<file path="config.mk">
export PLATFORM = sky130hd
export DESIGN_NAME = io_input_ctrl
export DESIGN_NICKNAME = d
export VERILOG_FILES = /design/src/rtl/io_input_ctrl.sv
export SDC_FILE = /design/constraint.sdc
export NUM_CORES = 1
export LEC_CHECK = 0
export BUFFER_PORTS_ARGS = -buffer_cell sky130_fd_sc_hd__buf_2
export CORE_ASPECT_RATIO = 2
export CORE_MARGIN = 1.5
export CORE_UTILIZATION = 51
export CTS_BUF_LIST = sky130_fd_sc_hd__clkbuf_16
export DETAILED_ROUTE_END_ITERATION = 12
export PLACE_DENSITY = 0.8
export SLEW_MARGIN = 15
export SYNTH_ARGS = -nofsm -noshare
export SYNTH_HDL_FRONTEND = slang
export SYNTH_SLANG_ARGS = --single-unit
</file>
<file path="constraint.sdc">
create_clock -name clk -period 1.9 [get_ports clk]
set_clock_uncertainty 0.05 [all_clocks]
set_input_delay 0.095 -clock clk [delete_from_list [all_inputs] [get_ports clk]]
set_output_delay 0.095 -clock clk [all_outputs]
set_load 0.01 [all_outputs]
</file>
<file path="src/rtl/io_input_ctrl.sv">
// CPU input port: synchronizes and debounces a board button and captures the switch
// byte on a fresh press. The capture is zero- or sign-extended to 32 bits and handed
// to the CPU with a req/ack handshake.
module io_input_ctrl #(
    parameter int unsigned DEBOUNCE_CYCLES = 4
) (
    input  logic        clk,
    input  logic        rst,
    input  logic [7:0]  Switches,
    input  logic        Button,
    input  logic        req,
    input  logic        sign_ext,
    input  logic        ack,
    output logic [31:0] rd_data,
    output logic        rd_valid,
    output logic        stall,
    output logic [7:0]  press_count
);

    typedef enum logic [1:0] {
        IDLE       = 2'd0,
        ARM        = 2'd1,
        WAIT_PRESS = 2'd2,
        VALID      = 2'd3
    } state_e;

    localparam logic [7:0] DB_TARGET = 8'(DEBOUNCE_CYCLES);

    // Synchronizers
    logic       btn_meta_q, btn_meta_d;
    logic       btn_sync_q, btn_sync_d;
    logic [7:0] sw_meta_q,  sw_meta_d;
    logic [7:0] sw_sync_q,  sw_sync_d;

    // Debouncer and edge detection
    logic [7:0] cnt_q, cnt_d;
    logic [7:0] cnt_inc;
    logic       btn_db_q, btn_db_d;
    logic       btn_db_dly_q, btn_db_dly_d;
    logic       btn_rise_q, btn_rise_d;
    logic [7:0] press_count_q, press_count_d;

    // Request FSM and capture
    state_e      state_q, state_d;
    logic        sign_lat_q, sign_lat_d;
    logic [31:0] rd_data_q, rd_data_d;

    // NOTE: every variable gets a default at the top of an always_comb block, so no
    // path through the if/case logic can leave it unassigned and infer a latch.
    always_comb begin
        btn_meta_d = Button;
        btn_sync_d = btn_meta_q;
        sw_meta_d  = Switches;
        sw_sync_d  = sw_meta_q;

        cnt_inc  = cnt_q + 8'd1;
        cnt_d    = '0;
        btn_db_d = btn_db_q;
        if (btn_sync_q != btn_db_q) begin
            // Level flips (and the counter restarts) on the cycle the count would hit the target.
            if (cnt_inc == DB_TARGET) begin
                btn_db_d = ~btn_db_q;
            end else begin
                cnt_d = cnt_inc;
            end
        end

        btn_db_dly_d  = btn_db_q;
        btn_rise_d    = btn_db_q & ~btn_db_dly_q;
        press_count_d = btn_rise_q ? press_count_q + 8'd1 : press_count_q;
    end

    always_comb begin
        state_d    = state_q;
        sign_lat_d = sign_lat_q;
        rd_data_d  = rd_data_q;

        unique case (state_q)
            IDLE: begin
                if (req) begin
                    sign_lat_d = sign_ext;
                    state_d    = ARM;
                end
            end
            ARM: begin
                // A press already held when the request arrived must be released first.
                if (!req) begin
                    state_d = IDLE;
                end else if (!btn_db_q) begin
                    state_d = WAIT_PRESS;
                end
            end
            WAIT_PRESS: begin
                // Abort is checked first so a coincident press is not captured.
                if (!req) begin
                    state_d = IDLE;
                end else if (btn_rise_q) begin
                    rd_data_d = sign_lat_q ? {{24{sw_sync_q[7]}}, sw_sync_q}
                                           : {24'b0, sw_sync_q};
                    state_d   = VALID;
                end
            end
            VALID: begin
                if (ack) begin
                    state_d = IDLE;
                end
            end
            default: state_d = IDLE;
        endcase
    end

    // NOTE: sequential state uses non-blocking assignments only, so every flop samples
    // the values from before the edge regardless of statement order.
    // NOTE: every register, synchronizers included, is cleared by the asynchronous reset
    // so a reset mid-request leaves no stale capture or half-counted press behind.
    always_ff @(posedge clk or negedge rst) begin
        if (!rst) begin
            btn_meta_q    <= 1'b0;
            btn_sync_q    <= 1'b0;
            sw_meta_q     <= '0;
            sw_sync_q     <= '0;
            cnt_q         <= '0;
            btn_db_q      <= 1'b0;
            btn_db_dly_q  <= 1'b0;
            btn_rise_q    <= 1'b0;
            press_count_q <= '0;
            state_q       <= IDLE;
            sign_lat_q    <= 1'b0;
            rd_data_q     <= '0;
        end else begin
            btn_meta_q    <= btn_meta_d;
            btn_sync_q    <= btn_sync_d;
            sw_meta_q     <= sw_meta_d;
            sw_sync_q     <= sw_sync_d;
            cnt_q         <= cnt_d;
            btn_db_q      <= btn_db_d;
            btn_db_dly_q  <= btn_db_dly_d;
            btn_rise_q    <= btn_rise_d;
            press_count_q <= press_count_d;
            state_q       <= state_d;
            sign_lat_q    <= sign_lat_d;
            rd_data_q     <= rd_data_d;
        end
    end

    assign rd_data     = rd_data_q;
    assign rd_valid    = (state_q == VALID);
    assign stall       = req & ~rd_valid;
    assign press_count = press_count_q;

endmodule

</file>
==> impl_metrics.toml <==
[sta]
fin_ws_ns = 0.153
grt_setup_unrepaired = "false"
finalCriticalPeriod_ns = 1.75
drv_slew = 0
worst_pin_slew_ns = 0.638
fin_tns_setup_ns = 0
finalSetupViolations = 0
period_share = 0.920
fmax_mhz = 572
maxSlewHeadroom = 0.572
hold_violations = 0

[critical_path]
required_ns = 2.02
end_kind = "flip-flop"
r2r_setup_slack_ns = 0.15
cp_max_fo = 5
critPathArrivalTime_ns = 1.86
ff2ff_path_depth = 6
r2r-start = "cnt_q[0]"
worstSetupPathType = "reg2reg"
r2r-end = "btn_db_dly_d"
cp-start-kind = "flip-flop"

[power_and_ir_drop]
p_comb_frac = 0.250
intPower_mw = 2.24
p_sw_frac = 0.303
ir_drop_v = 0.000874
pwr-share-clk = 0.301
p_per_area_nw_per_um2 = 1330
power_switching_mw = 0.973
leakage_nw = 1.24
power.total_mw = 3.21
p_seq_frac = 0.449

[cts]
clock_sinks = 49
htreeDepth = 2
numCtsBuffers = 5
cts.reportedPaths.clkPinSlew_ns = 0.06
insertion_delay_ns = 0.28
clockBufferDepth = 2
tritoncts = "yes"
clockRootBuffer = "clkbuf_16"

[synthesis]
yosysWarningCount = 0
ys_ff_latch = 49
synth_top_area_frac = 0.619
yosysTopAreaCell = "dfrtp_1"
syn-cell-area_um2 = 1980
syn_nets = 169
synth.avg_cell_area_um2 = 13.0
synthFlopType = "dfrtp_1"
synth.most_common_cell = "dfrtp_1"
ys_seq_area_frac = 0.619
async_reset_ff_frac = 1.00
synthTopCellsByArea = "dfrtp_1, buf_4, mux2_2"
synth_common_cells = "dfrtp_1, buf_4, mux2_2, xnor2_1"
synth.distinct_cells = 28
syn_inst = 152
synth_edf_count = 0

[worst_hold_path]
worstHoldPathType = "in2reg"
holdPathStages = 2
hold_path_end = "state_q[0]"
hp-start = "req"

[route]
first_pass_iters = 4
wl_mm = 3.27
drt-initial-drc-count = 24
via_per_inst = 5.00
postRouteAntennaNets = 0
drc = 0
wl_per_cell_um = 13.1
vias = 1251

[floorplan]
dieArea_um2 = 4290
core_area_um2 = 3680
fp.dieW_um = 47.1
num_io_pins = 56
die_h_um = 91.1
start_util = 0.537
rows = 31

[grt]
grt_pass1_vias = 1230
grt.overflow.total = 0
grt_use_total = 0.178
grt_max_degree = 50
antenna_found_initial = 0
grt_pass1_wl_mm = 5.40

[cells_and_area]
post_route_cells_drive_above_1_share = 0.378
layout.nets = 218
syn2layout_area_growth_pct = 22.0
seq_area_um2 = 1230
fill_cells = 276
multiInputGateArea_um2 = 563
antenna_cells = 0
stdcell_area_um2 = 2410

[flow_run]
max_cap_violations = 0

[status]
status = "completed"

[placed_design]
dpl-instance-area_um2 = 2140
place_congestion = 0.830
hpwlAfterDp_mm = 2.25
port_buffers = 55
dp_slack_ns = 0.241
## repair_timing
item | 4_1_cts | 5_1_grt
buffers inserted | 0 | 0
hold endpoints to repair | 59 | 0
setup endpoints to repair | 0 | 0
gates resized for setup | 0 | 0
hold buffers | 11 | 0
## per-stage QoR
stage	hold WS (ns)	instances	util
floorplan	-0.251	152	-
global placement	0.152	232	0.581
detailed placement	0.154	232	0.581
CTS	0.0482	250	0.655
global route	0.0619	250	0.655
finish	0.0504	250	0.655
## cells in the final DEF, fill, tap and decap left out, drive strengths merged, types with 2 or more instances in the layout
cell	n
buf	56
clkbuf	5
dfrtp	49
dlygate4sd3	11
ha	3
inv	3
mux2	11
nand2	9
nand3	4
nand4	3
nor2	9
nor2b	4
nor3b	3
o21ai	3
o22ai	2
xnor2	10
xor2	5
## cell type report
cell class / instances / share of cell area
Sequential cell: 49 / 0.508
Clock buffer: 5 / 0.0518
Multi-Input combinational cell: 76 / 0.233
Clock inverter: 2 / 0.0161
Timing Repair Buffer: 67 / 0.163
Tap cell: 49 / 0.0254
Inverter: 2 / 0.00311
## worst max path at each step
stage | from | to | slack, ns | cells after the start
floorplan | cnt_q[0] | btn_db_dly_d | 0.35 | 6
global placement | cnt_q[3] | btn_db_dly_d | 0.29 | 5
detailed placement | cnt_q[0] | btn_db_dly_d | 0.24 | 6
CTS | cnt_q[0] | btn_db_dly_d | 0.21 | 6
global route | cnt_q[0] | btn_db_dly_d | 0.10 | 6
finish | cnt_q[0] | btn_db_dly_d | 0.15 | 6
## worst max-delay path, stage by stage (launching register included)
cell	delay [ns]
dfrtp_1	0.43
ha_1	0.26
inv_1	0.08
nand2_1	0.11
o22ai_1	0.21
nand4_1	0.15
mux2_1	0.33
## flip-flops by register name, summed over array words and instances, names as in the netlist, 2 cells and up
signal       flops
sw_sync_q        8
press_count      8
rd_data          9
state_q          2
sw_meta_q        8
cnt_q            8
## power by group through the flow
| stage | Clock (mW) | Combinational [mW] | Sequential [mW] |
|---|---|---|---|
| after floorplan | 0 | 0.672 | 1.43 |
| after global placement | 0 | 0.754 | 1.43 |
| after detailed placement | 0 | 0.782 | 1.46 |
| after CTS | 0.992 | 0.808 | 1.44 |
| after global routing | 1.04 | 0.901 | 1.48 |
| final | 0.967 | 0.802 | 1.44 |
## routing by layer
metal | track usage | part of all wire | vias to the layer above | wire [µm]
met2 | 0.291 | 0.54 | 60 | 1760
met5 | 0 | 0 | - | 0
met1 | 0.193 | 0.38 | 606 | 1260
li1 | - | - | 577 | -
met4 | 0.106 | 0.030 | 0 | 98
met3 | 0.0417 | 0.047 | 8 | 153
## logic make-up (layout without fill, tap and decap cells)
| family | Yosys count | in the layout | synth area share |
|---|---|---|---|
| DFF | 49 | 49 | 0.619 |
| muxes | 11 | 11 | 0.0626 |
| buffers and inverters | 27 | 76 | 0.0961 |
| AOI/OAI and AO/OA | 9 | 9 | 0.0329 |
| and+or+nand+nor | 38 | 38 | 0.104 |
| adders and majority gates | 3 | 3 | 0.0190 |
| xor gates and xnor gates | 15 | 15 | 0.0664 |
(Power assumes the default switching activity.)
